--- src/rtl/simple_cpu.sv ---
// rtl/simple_cpu.sv - multicycle 8-bit load/store core: register file, ALU, data memory, control FSM
module simple_cpu #(
  parameter int DATA_WIDTH  = 8,
  parameter int ADDR_BITS   = 5,
  parameter int INSTR_WIDTH = 20
) (
  input  logic                         clk,
  input  logic                         rst,
  input  logic [INSTR_WIDTH-1:0]       instruction,
  output logic [0:3][DATA_WIDTH-1:0]   out
);

  localparam int MEM_WORDS = 1 << ADDR_BITS;

  typedef enum logic [1:0] {FETCH, DECODE, EXECUTE} state_t;

  state_t                       state;
  logic [INSTR_WIDTH-1:0]       ir;
  logic [0:3][DATA_WIDTH-1:0]   regs;
  logic [DATA_WIDTH-1:0]        mem [MEM_WORDS];
  logic [DATA_WIDTH-1:0]        opa;
  logic [DATA_WIDTH-1:0]        opb;
  logic [ADDR_BITS-1:0]         addr;

  logic [1:0] op, x1, x2, x3;
  logic [7:0] imm;
  logic [3:0] funct;

  assign op    = ir[19:18];
  assign x1    = ir[17:16];
  assign x2    = ir[15:14];
  assign x3    = ir[13:12];
  assign imm   = ir[11:4];
  assign funct = ir[3:0];

  logic [DATA_WIDTH-1:0] rd_a, rd_b, alu_res;
  logic                  alu_ok;

  // Second read port carries the store source for STORE, source B otherwise.
  assign rd_a = regs[x2];
  assign rd_b = (op == 2'b11) ? regs[x1] : regs[x3];

  assign out = regs;

  always_comb begin
    alu_res = '0;
    alu_ok  = 1'b1;
    case (funct)
      4'h0:    alu_res = opa + opb;
      4'h1:    alu_res = opa - opb;
      4'h2:    alu_res = opa & opb;
      4'h3:    alu_res = opa | opb;
      default: alu_ok  = 1'b0;
    endcase
  end

  always_ff @(posedge clk or posedge rst) begin
    if (rst) begin
      state <= FETCH;
      ir    <= '0;
      opa   <= '0;
      opb   <= '0;
      addr  <= '0;
      for (int i = 0; i < 4; i++) regs[i] <= DATA_WIDTH'(i);
      for (int j = 0; j < MEM_WORDS; j++) mem[j] <= '0;
    end else begin
      case (state)
        FETCH: begin
          ir    <= instruction;
          state <= DECODE;
        end
        DECODE: begin
          opa   <= rd_a;
          opb   <= rd_b;
          // Sum is formed at full word width; only the low address bits select the word.
          addr  <= ADDR_BITS'(rd_a + DATA_WIDTH'(imm));
          state <= EXECUTE;
        end
        EXECUTE: begin
          case (op)
            2'b01:   if (alu_ok) regs[x1] <= alu_res;
            2'b10:   regs[x1] <= mem[addr];
            2'b11:   mem[addr] <= opb;
            default: ;
          endcase
          state <= FETCH;
        end
        default: state <= FETCH;
      endcase
    end
  end

endmodule

--- config.mk ---
export PLATFORM = sky130hd
export DESIGN_NAME = simple_cpu
export DESIGN_NICKNAME = d
export VERILOG_FILES = /design/src/rtl/simple_cpu.sv
export SDC_FILE = /design/constraint.sdc
export NUM_CORES = 1
export LEC_CHECK = 0
export ABC_AREA = 0
export BUFFER_PORTS_ARGS = -buffer_cell sky130_fd_sc_hd__buf_2
export CAP_MARGIN = 30
export CELL_PAD_IN_SITES_DETAIL_PLACEMENT = 0
export CELL_PAD_IN_SITES_GLOBAL_PLACEMENT = 1
export CORE_ASPECT_RATIO = 0.6
export CORE_MARGIN = 4
export CORE_UTILIZATION = 50
export DETAILED_ROUTE_END_ITERATION = 16
export HOLD_SLACK_MARGIN = 0.03
export PLACE_DENSITY_LB_ADDON = 0.1
export SLEW_MARGIN = 0
export SYNTH_ARGS = -nofsm -noshare
export SYNTH_HDL_FRONTEND = slang
export SYNTH_SLANG_ARGS = --single-unit
export TNS_END_PERCENT = 50
--- constraint.sdc ---
create_clock -name clk -period 15 [get_ports clk]
set_input_delay 2.25 -clock clk [delete_from_list [all_inputs] [get_ports clk]]
set_output_delay 2.25 -clock clk [all_outputs]
set_load 0.03 [all_outputs]
After elaboration in Yosys (flattened, before gate mapping)
Index checks and enable logic that the tools add are counted.
{"block": "classes", "order_cmp": 6, "n_addsub": 3, "eq_ne": 9, "bitwise_logic": 6, "muxes": 25, "reduce_logical": 8}
{"operator": "$bwmux W256", "n": 1}
{"operator": "$mux W8", "n": 11}
{"operator": "$bwmux W32", "n": 2}
{"operator": "$pmux W32 S2", "n": 1}
{"operator": "$bmux W8 S2", "n": 3}
{"operator": "$bmux W8 S5", "n": 1}
{"operator": "$demux W8 S5", "n": 1}
{"operator": "$mux W32", "n": 1}
{"operator": "$pmux W8 S4", "n": 1}
{"operator": "$demux W8 S2", "n": 1}
{"operator": "$ge A3 B3 Y1 const B", "n": 3}
{"operator": "$not A2 Y3", "n": 3}
{"operator": "$add A8 B8 Y8", "n": 1}
{"operator": "$and A8 B8 Y8", "n": 1}
{"operator": "$eq A4 B2 Y1 const B", "n": 2}
{"operator": "$or A8 B8 Y8", "n": 1}
{"operator": "$sub A8 B8 Y8", "n": 1}
{"operator": "$eq A2 B2 Y1 const B", "n": 3}
{"operator": "$ge A6 B6 Y1 const B", "n": 1}
{"operator": "$lt A6 B1 Y1 const B", "n": 1}
{"operator": "$not A5 Y6", "n": 1}
{"operator": "$add A5 B5 Y5", "n": 1}
{"operator": "$eq A2 B1 Y1 const B", "n": 2}
{"operator": "$eq A4 B1 Y1 const B", "n": 1}
{"operator": "11 further kinds", "n": 12}
{"block": "word_totals", "ff_bits": 331, "wordCells": 98, "inputBits": 22}

Depth between registers and ports, before layout
Gate-level depths: netlist of run 1.
{"block": "depth", "word_depth": 8, "ltp_mapped": 12, "mapped_depth_nobuf": 11}

Worst setup path after synthesis of run 1
OpenSTA, ideal clock, no wires.
{"block": "synth_path", "path_type": "reg-to-reg", "start": "reg opb[0]", "end": "reg regs (netlist bit out[22])", "path_stages_with_launch": 12, "arrival_ns": 2.831, "required_time_ns": 14.868, "path_slack_ns": 12.037, "path_cell_list": "dfrtp_1 clkbuf_1 clkinv_1 ha_1 mux2_2 fa_1 nor2b_1 o31a_1 o21ai_0 and4b_1 o32ai_2 o21ai_0"}
{"block": "synth_via", "elab_chain_cells": 5, "elab_cells_between_ends": 6, "cone_classes": "add/sub: 2; mux: 4"}
{"element": "from (decl)", "line": "22", "rtl": "logic [DATA_WIDTH-1:0] opb;"}
{"element": "from (signal assigned)", "line": "74", "rtl": "opb <= rd_b;"}
{"element": "$sub A8 B8 Y8 / $add A8 B8 Y8 (equally long branches)", "line": "50, 49"}
{"element": "$pmux W8 S4 (*)", "line": "48", "rtl": "case (funct)"}
{"element": "$bwmux W32 (*)", "line": "81", "rtl": "2'b01: if (alu_ok) regs[x1] <= alu_res;"}
{"element": "$mux W32 (*)", "line": "81"}
{"element": "$pmux W32 S2 (*)", "line": "80", "rtl": "case (op)"}
{"element": "to (signal, indexed assignment)", "line": "81"}
{"element": "to (signal, indexed assignment)", "line": "82", "rtl": "2'b10: regs[x1] <= mem[addr];"}
{"element": "to (decl)", "line": "19", "rtl": "logic [0:3][DATA_WIDTH-1:0] regs;"}
Every way passes the cells marked *; elsewhere a longest branch is shown, timed or not. The select of a mux whose other input is x is not followed.
A chain may end at the register's enable or synchronous reset.

Worst setup path after layout of run 1
{"block": "layout_path", "start": "reg opb[0]", "end": "reg regs (netlist bit out[20])"}
Same word-level chain as after synthesis.

==> results of run 1 <==
-- cell families after synthesis --
group,count (synthesis)
muxes,383
DFF,328
and+or+nand+nor,176
AOI/OAI and AO/OA,138
buffers and inverters,97
adders and majority gates,19
xor gates and xnor gates,13
-- final timing paths --
kind	cells past startpoint	end
setup / recovery	11	out[20]$_DFFE_PP0P_
hold / removal	2	mem[32]$_DFFE_PP0P_
max in group asynchronous	5	mem[210]$_DFFE_PP0P_
setup reg to reg	11	out[20]$_DFFE_PP0P_
min in group asynchronous	2	mem[58]$_DFFE_PP0P_
hold reg to reg	2	mem[32]$_DFFE_PP0P_
-- flip-flops by register name, summed over array words and instances (netlist names) --
signal  count
mem       256
out        32
ir         17
opa         8
opb         8
addr        5
state       2
-- power groups by stage --
stage / combinational (uW) / clock (uW) / sequential, uW
3_5_place_dp: 476 / 0 / 1020
3_3_place_gp: 468 / 0 / 1020
4_1_cts: 477 / 870 / 1010
6_report: 478 / 851 / 1010
5_1_grt: 513 / 908 / 1020
2_1_floorplan: 343 / 0 / 1010
-- synthesized netlist by cell type (3+ instances only) --
cell type	number	area share [%]
nand2_1	73	1.7
nand2b_1	5	0.19
nor2_4	8	0.56
buf_6	3	0.21
a22oi_1	8	0.37
mux2i_1	28	1.7
a31oi_1	3	0.12
nand3_1	12	0.37
inv_1	14	0.33
buf_8	4	0.37
nor2_1	17	0.40
a22o_1	4	0.22
buf_1	8	0.19
mux2_1	10	0.70
ha_1	14	1.1
o22ai_1	5	0.19
clkbuf_1	46	1.1
nor3_1	9	0.28
maj3_1	3	0.19
or3_1	3	0.12
mux2_2	261	18
o21ai_1	16	0.50
dfstp_2	4	0.65
o31ai_1	4	0.19
nand3b_1	4	0.19
a21o_1	3	0.14
o21a_1	3	0.14
nor2_2	16	0.62
o311ai_1	3	0.16
xnor2_1	11	0.60
nor2b_1	6	0.23
mux4_2	81	11
buf_4	5	0.23
nand2_2	9	0.35
dfrtp_1	324	50
a21oi_1	17	0.53
o21ai_0	53	1.6
mux4_1	3	0.49
buf_2	13	0.40
-- cell type report --
class                           instances  area [sq um]
Sequential cell                       328          8219
Clock buffer                           47         959.7
Clock inverter                         14         148.9
Timing Repair Buffer                   71         467.9
Tap cell                              416         520.5
Fill cell                            2560         13670
Multi-Input combinational cell        729          7403
Inverter                               18         75.07
-- layer usage --
metal  track usage, %  vias to the layer above  share of wire (%)
li1                 -                     4328                  -
met1            40.49                     5307                 52
met2            30.73                      243                 40
met3            6.492                       40                7.2
met4            3.479                        0               0.98
met5                0                        -                  0
-- worst register-to-register path: stages (launching register included) --
cell      delay (ns)
dfrtp_1         0.32
buf_4           0.36
clkinv_1        0.67
ha_1            0.51
mux2_2          0.30
fa_1            0.46
nor2b_1         0.23
o21ai_0         0.13
a211oi_1        0.21
o21ai_0         0.12
a22oi_1         0.57
mux2_2          0.28
-- layout by cell type (no fill, tap or decap), types with 4 or more instances in the layout --
cell type,n
ha_1,14
xnor2_1,11
dfrtp_1,321
o21ai_0,53
nand2b_1,5
dfstp_2,4
clkbuf_8,6
a22o_1,4
nor3_1,9
clkinv_2,6
mux2i_1,28
clkbuf_16,34
inv_1,13
clkbuf_1,7
nand2_1,73
inv_6,4
nor2b_1,6
o22ai_1,5
nor2_1,17
buf_2,50
nor2_2,16
nand3b_1,4
buf_4,18
a21oi_1,17
mux2_2,261
nor2_4,8
nand2_2,9
mux4_2,81
o31ai_1,4
o21ai_1,16
mux2_1,10
nand3_1,12
a22oi_1,8
-- stage by stage --
stage,area [sq um],power [uW],std cells
3_3_place_gp,16600,1488,1559
6_report,17790,2335,1623
3_5_place_dp,16630,1498,1560
5_1_grt,17790,2436,1623
4_1_cts,17740,2353,1621
2_1_floorplan,16080,1353,1154
==> impl_metrics.json, run 1 <==
{
  "yosysWarnings": 0,
  "p_leak_uw": 0.008235,
  "cts.sinks": 328,
  "end_kind": "flop",
  "yosys.area_share.simple_pct": 5.920,
  "synth_top_family_by_area": "multiplexers",
  "tns_ns": 0,
  "syn2layout_area_growth_pct": 10.64,
  "vias_per_cell": 6.111,
  "drive_gt1_share_pct": 43.25,
  "grt_pass1_vias": 9734,
  "async_flop_share_pct": 100.0,
  "antenna_found_initial": 0,
  "cts_resized": 0,
  "hold_violations": 0,
  "period_share_pct": 27.93,
  "worst_slew_pin_slew_ns": 0.9458,
  "slowest_delay_ns": 0.66,
  "synth-edff-count": 0,
  "setup_violations": 0,
  "cp-start-kind": "flop",
  "synthDistinctLibCells": 70,
  "seqPwrFrac_pct": 43.1,
  "gp_congestion": 0.8154,
  "worstSkewPairLatency_ns": 0.54,
  "htreeDepth": 2,
  "pre_cts_slack_ns": 10.22,
  "ys_ff_latch": 328,
  "fmax_mhz": 238.7,
  "vdd_ir_drop_max_uv": 80.66,
  "initial_core_util_pct": 51.11,
  "r2r-start": "opb[0]$_DFFE_PP0N_",
  "syn_area_per_cell_sq_um": 13.94,
  "cts_buffer_depth": 3,
  "synthXorXnorAreaFrac_pct": 0.7080,
  "avgRoutedWirePerCell_microns": 25.47,
  "io_buffer_count": 50,
  "post-route-util_pct": 56.55,
  "setup.worst_path.start": "opb[0]$_DFFE_PP0N_",
  "grt_pass1_wl_mm": 63.42,
  "synthCells": 1154,
  "switching_share_pct": 31.27,
  "drv_slew": 0,
  "vias": 9918,
  "synth_compound_area_share_pct": 5.329,
  "p_sw_uw": 729.9,
  "cts_tree": "built",
  "min_path_type": "reg -> reg",
  "final_nets": 1220,
  "syn_area_sq_um": 16080,
  "combPwrFrac_pct": 20.5,
  "dieWidth_microns": 239.5,
  "grt-ovfl-total": 0,
  "fin_skew_ns": 0.02730,
  "drc": 0,
  "cp_cell_sequence": "buf_4, clkinv_1, ha_1, mux2_2, fa_1, nor2b_1, o21ai_0, a211oi_1, o21ai_0, a22oi_1, mux2_2",
  "root_buffer": "clkbuf_16",
  "ys.flop_type": "dfrtp_1",
  "p_clk_share_pct": 36.4,
  "die_h_microns": 146.9,
  "critPathMaxFanout": 30,
  "muxShareOfSynthArea_pct": 32.55,
  "power.internal_uw": 1605,
  "first_pass_iters": 5,
  "holdCritStartpoint": "mem[32]$_DFFE_PP0P_",
  "grt_max_degree": 130,
  "powerDensity_nw_per_um2": 131.2,
  "cts_buffers": 34,
  "core_area_sq_um": 31470,
  "globalRouteTotalUtil_pct": 23.88,
  "synth_nets": 1192,
  "worstPathArrival_ns": 4.66,
  "ant_nets": 0,
  "io_pins": 54,
  "cp_top_family": "compound AO/OA/AOI/OAI gates",
  "rsz0062_at_grt": "false",
  "slew_headroom_pct": 36.46,
  "dieArea_sq_um": 35190,
  "path_clk_slew_ns": 0.06,
  "dp_hpwl_mm": 27.12,
  "rrSetupSlack_ns": 10.81,
  "crit_slowest_cell": "clkinv_1",
  "rows": 50,
  "cp.buffers_inverters": 2,
  "setup_ws_ns": 10.81,
  "outcome": "complete, no violations",
  "cap_violations": 0,
  "synthAdderAreaFrac_pct": 1.525,
  "path_class": "reg -> reg",
  "final_period_minus_worst_setup_slack_ns": 4.190,
  "cp_data_required_time_ns": 15.47,
  "finalWirelength_mm": 41.34,
  "cts_setup_buffers": 0,
  "postCtsHoldBufs": 0,
  "initialDrtViolationCount": 750,
  "n_antenna_cell": 0,
  "ys_seq_area_share_pct": 51.07,
  "fin_hold_ws_ns": 0.4797
}
(Power assumes the default switching activity.)
==> inputs of run 2 (changes only) <==
clock period = 3.9 ns   (was 15 ns; I/O delays follow)
==> impl_metrics.json, run 2 (same netlist as run 1, synthesis figures left out) <==
{
  "fin_skew_ns": 0.01579,
  "final_nets": 1240,
  "worstSkewPairLatency_ns": 0.52,
  "drive_gt1_share_pct": 44.16,
  "drv_slew": 0,
  "cts_resized": 0,
  "setup_violations": 0,
  "fmax_mhz": 294.7,
  "rows": 50,
  "syn2layout_area_growth_pct": 12.10,
  "r2r-end": "out[12]$_DFFE_PP0P_",
  "cp-start-kind": "flop",
  "avgRoutedWirePerCell_microns": 25.25,
  "seqPwrFrac_pct": 42.1,
  "min_path_type": "in -> async",
  "p_sw_uw": 2788,
  "initialDrtViolationCount": 703,
  "io_pins": 54,
  "cp_data_required_time_ns": 4.35,
  "dp_hpwl_mm": 28.43,
  "p_leak_uw": 0.008373,
  "n_antenna_cell": 0,
  "rrSetupSlack_ns": 0.51,
  "largest_register_ffs": 256,
  "r2r-start": "ir[3]$_DFFE_PP0N_",
  "htreeDepth": 2,
  "layout_commonest_cell": "dfrtp_1",
  "grt_pass1_vias": 9815,
  "outcome": "complete, no violations",
  "core_area_sq_um": 31470,
  "path_class": "reg -> reg",
  "final_cell_mix": "dfrtp_1, mux2_2, mux4_2",
  "io_buffer_count": 50,
  "finalWirelength_mm": 41.44,
  "die_h_microns": 146.9,
  "vias_per_cell": 6.043,
  "fill_cells": 2562,
  "drc": 0,
  "globalRouteTotalUtil_pct": 23.98,
  "rsz0062_at_grt": "false",
  "hold_violations": 0,
  "top_register": "mem",
  "fin_hold_ws_ns": 0.08008,
  "p_clk_share_pct": 38.3,
  "cap_violations": 0,
  "placed_cell_area_sq_um": 16800,
  "root_buffer": "clkbuf_16",
  "cts_tree": "built",
  "vdd_ir_drop_max_uv": 329.6,
  "worst_slew_pin_slew_ns": 0.9838,
  "dieWidth_microns": 239.5,
  "postCtsHoldBufs": 0,
  "grt-ovfl-total": 0,
  "cts.sinks": 328,
  "first_pass_iters": 6,
  "final_period_minus_worst_setup_slack_ns": 3.393,
  "slew_headroom_pct": 34.41,
  "ant_nets": 0,
  "r2r_cells": 10,
  "period_share_pct": 87.01,
  "combPwrFrac_pct": 19.6,
  "end_kind": "flop",
  "tns_ns": 0,
  "gp_congestion": 0.8010,
  "cts_buffers": 35,
  "initial_core_util_pct": 51.11,
  "power.internal_uw": 6537,
  "path_clk_slew_ns": 0.07,
  "grt_pass1_wl_mm": 63.84,
  "switching_share_pct": 29.90,
  "dieArea_sq_um": 35190,
  "cts_setup_buffers": 0,
  "cts_buffer_depth": 3,
  "final_area_sq_um": 18030,
  "powerDensity_nw_per_um2": 517.2,
  "critPathMaxFanout": 7,
  "antenna_found_initial": 0,
  "grt_max_degree": 94,
  "worstPathArrival_ns": 3.84,
  "vias": 9916
}
## run 2: changes by cell type in the layout (fill, tap and decap cells not counted), sizes merged
cell	previous run	this run
clkbuf	47	49
buf	71	90
bufinv	2	5
clkinv	9	7
inv	20	16
## run 2: layer usage
layer | vias up | GRT usage [%] | share of wire [%]
met5 | - | 0 | 0
met4 | 0 | 4.320 | 1.4
met3 | 44 | 5.441 | 6.5
met2 | 234 | 31.47 | 40
met1 | 5261 | 40.50 | 52
li1 | 4377 | - | -
## run 2: per-stage QoR
stage | total power [uW] | worst slack [ns] | utilization, % | std cells
2_1_floorplan | 5205 | -1.060 | - | 1154
3_3_place_gp | 5777 | 0.6405 | 53.39 | 1581
3_5_place_dp | 5801 | 0.5953 | 53.39 | 1581
4_1_cts | 9399 | 0.5399 | 57.29 | 1641
5_1_grt | 9708 | 0.4172 | 57.29 | 1641
6_report | 9325 | 0.5066 | 57.29 | 1641
## run 2: final cells by class
class	count	area (sq um)	share of cell area [%]
Timing Repair Buffer	90	588.1	3.262
Clock inverter	11	186.4	1.034
Inverter	18	71.32	0.3956
Tap cell	416	520.5	2.887
Multi-Input combinational cell	729	7403	41.06
Clock buffer	49	1041	5.774
Sequential cell	328	8218	45.58
## run 2: power by group through the flow
| stage | sequential (uW) | clock (uW) | combinational (uW) |
|---|---|---|---|
| floorplan | 3880 | 0 | 1320 |
| global placement | 3980 | 0 | 1800 |
| detailed placement | 3980 | 0 | 1820 |
| CTS | 3920 | 3650 | 1830 |
| global route | 3960 | 3780 | 1960 |
| finish | 3920 | 3570 | 1830 |
## run 2: worst max-delay path by stage
stage / startpoint / end / slack, ns / cells after the start
after global placement: ir[3]$_DFFE_PP0N_ / out[4]$_DFFE_PP0P_ / 0.64 / 10
after CTS: ir[3]$_DFFE_PP0N_ / out[12]$_DFFE_PP0P_ / 0.54 / 10
after floorplan: rst / addr[0]$_DFFE_PP0N_ / -1.06 / 1
final: ir[3]$_DFFE_PP0N_ / out[12]$_DFFE_PP0P_ / 0.51 / 10
after global routing: ir[3]$_DFFE_PP0N_ / out[22]$_DFFE_PP0P_ / 0.42 / 10
after detailed placement: ir[3]$_DFFE_PP0N_ / out[28]$_DFFE_PP0P_ / 0.60 / 10
## run 2: worst max-delay path: stages, from the launching register on
cell	delay, ns
dfrtp_1	0.48
nor4b_4	0.31
buf_4	0.21
mux2_2	0.37
fa_1	0.45
nor2b_1	0.20
o21ai_0	0.11
a211oi_1	0.30
o21ai_0	0.12
a22oi_1	0.49
mux2_2	0.26
==> inputs of run 3 (changes only) <==
CELL_PAD_IN_SITES_DETAIL_PLACEMENT = 2   (was 0)
CELL_PAD_IN_SITES_GLOBAL_PLACEMENT = 2   (was 1)
CORE_UTILIZATION = 45   (was 50)
REMOVE_ABC_BUFFERS = 1   (was default)
==> impl_metrics.json, run 3 (same netlist as run 1, synthesis figures left out) <==
{
  "cts_buffers": 35,
  "top_register": "mem",
  "cts_resized": 0,
  "fill_cells": 3254,
  "rows": 53,
  "io_pins": 54,
  "cap_violations": 0,
  "critPathMaxFanout": 7,
  "fin_total_pwr_uw": 9471,
  "finalWirelength_mm": 50.46,
  "rsz0062_at_grt": "false",
  "gp_congestion": 0.8182,
  "grt_pass1_vias": 11672,
  "p_sw_uw": 3001,
  "r2r-end": "out[6]$_DFFE_PP0P_",
  "core_area_sq_um": 35150,
  "syn2layout_area_growth_pct": 12.41,
  "min_path_type": "in -> async",
  "cts_tree": "built",
  "vias_per_cell": 6.128,
  "dieArea_sq_um": 38930,
  "layout_commonest_cell": "dfrtp_1",
  "slew_headroom_pct": 30.81,
  "dp_hpwl_mm": 32.96,
  "ant_nets": 0,
  "path_clk_slew_ns": 0.06,
  "worstPathArrival_ns": 3.88,
  "root_buffer": "clkbuf_16",
  "outcome": "complete, no violations",
  "vdd_ir_drop_max_uv": 424.0,
  "r2r_cells": 10,
  "worstSkewPairLatency_ns": 0.53,
  "path_class": "reg -> reg",
  "io_buffer_count": 50,
  "n_antenna_cell": 0,
  "end_kind": "flop",
  "final_area_sq_um": 18080,
  "cts.sinks": 328,
  "rrSetupSlack_ns": 0.39,
  "post-route-util_pct": 51.44,
  "initial_core_util_pct": 45.76,
  "final_period_minus_worst_setup_slack_ns": 3.508,
  "fin_hold_ws_ns": 0.1902,
  "switching_share_pct": 31.69,
  "initialDrtViolationCount": 678,
  "fmax_mhz": 285.0,
  "htreeDepth": 2,
  "cts_setup_buffers": 0,
  "postCtsHoldBufs": 0,
  "setup_violations": 0,
  "cp-endpoint": "out[6]$_DFFE_PP0P_",
  "hold_violations": 0,
  "drv_slew": 0,
  "p_clk_share_pct": 37.5,
  "fin_skew_ns": 0.01439,
  "placed_cell_area_sq_um": 16870,
  "globalRouteTotalUtil_pct": 26.21,
  "period_share_pct": 89.96,
  "cts_buffer_depth": 3,
  "grt_max_degree": 103,
  "cp_data_required_time_ns": 4.27,
  "pre_cts_slack_ns": 0.4641,
  "die_h_microns": 154.4,
  "final_cell_mix": "dfrtp_1, mux2_2, mux4_2",
  "antenna_found_initial": 1,
  "cp-start-kind": "flop",
  "first_pass_iters": 5,
  "combPwrFrac_pct": 20.3,
  "grt_pass1_wl_mm": 77.36,
  "largest_register_ffs": 256,
  "drive_gt1_share_pct": 43.76,
  "powerDensity_nw_per_um2": 523.9,
  "drc": 0,
  "setup_ws_ns": 0.3917,
  "vias": 10368,
  "worst_slew_pin_slew_ns": 1.038,
  "dieWidth_microns": 252.1,
  "r2r-start": "ir[3]$_DFFE_PP0N_",
  "p_leak_uw": 0.008355,
  "seqPwrFrac_pct": 42.3,
  "setup.worst_path.start": "ir[3]$_DFFE_PP0N_",
  "power.internal_uw": 6470,
  "avgRoutedWirePerCell_microns": 29.82,
  "final_nets": 1239,
  "grt-ovfl-total": 0
}
run 3: metal layers:
| layer | part of all wire (%) | track usage [%] |
|---|---|---|
| met5 | 0 | 0 |
| met4 | 1.5 | 4.567 |
| met3 | 5.7 | 5.882 |
| met2 | 45 | 39.12 |
| met1 | 48 | 40.00 |
run 3: worst max-delay path, stage by stage, from the launching register on:
cell     delay (ns)
dfrtp_1        0.47
nor4b_4        0.31
buf_4          0.22
mux2_2         0.38
fa_1           0.45
nor2b_1        0.18
o31a_1         0.19
o21ai_0        0.12
and4b_1        0.24
o32ai_2        0.63
o21ai_0        0.15
run 3: how the worst min path moves through the flow:
| stage | startpoint | endpoint | slack, ns | cells past startpoint |
|---|---|---|---|---|
| floorplan | mem[0]$_DFFE_PP0P_ | mem[0]$_DFFE_PP0P_ | 0.44 | 2 |
| global placement | mem[65]$_DFFE_PP0P_ | mem[65]$_DFFE_PP0P_ | 0.46 | 2 |
| detailed placement | mem[160]$_DFFE_PP0P_ | mem[160]$_DFFE_PP0P_ | 0.47 | 2 |
| CTS | rst | mem[26]$_DFFE_PP0P_ | 0.22 | 2 |
| global route | rst | mem[124]$_DFFE_PP0P_ | 0.23 | 2 |
| finish | rst | mem[5]$_DFFE_PP0P_ | 0.19 | 2 |
run 3: metrics by stage:
| step | setup TNS, ns | cells |
|---|---|---|
| 3_3_place_gp | 0 | 1629 |
| 5_1_grt | 0 | 1692 |
| 4_1_cts | 0 | 1691 |
| 2_1_floorplan | -1896.65 | 1075 |
| 6_report | 0 | 1692 |
| 3_5_place_dp | 0 | 1630 |
run 3: power groups by stage:
stage	combinational (uW)	sequential, uW	clock (uW)
final	1920	4000	3550
after detailed placement	1830	4080	0
after CTS	1860	4020	3610
after global placement	1780	4060	0
after floorplan	981	4110	0
after global routing	2040	4040	3760
run 3: area by class of cell:
cell class              count  area (sq um)  area share [%]
clock buffers              54          1050           5.807
clock inverters             7         135.1          0.7475
inverters                  18         75.07          0.4153
multi-input cells         729          7406           40.96
flip-flops and latches    328          8220           45.47
well taps                 467         584.3           3.232
repair buffers             89         608.1           3.364
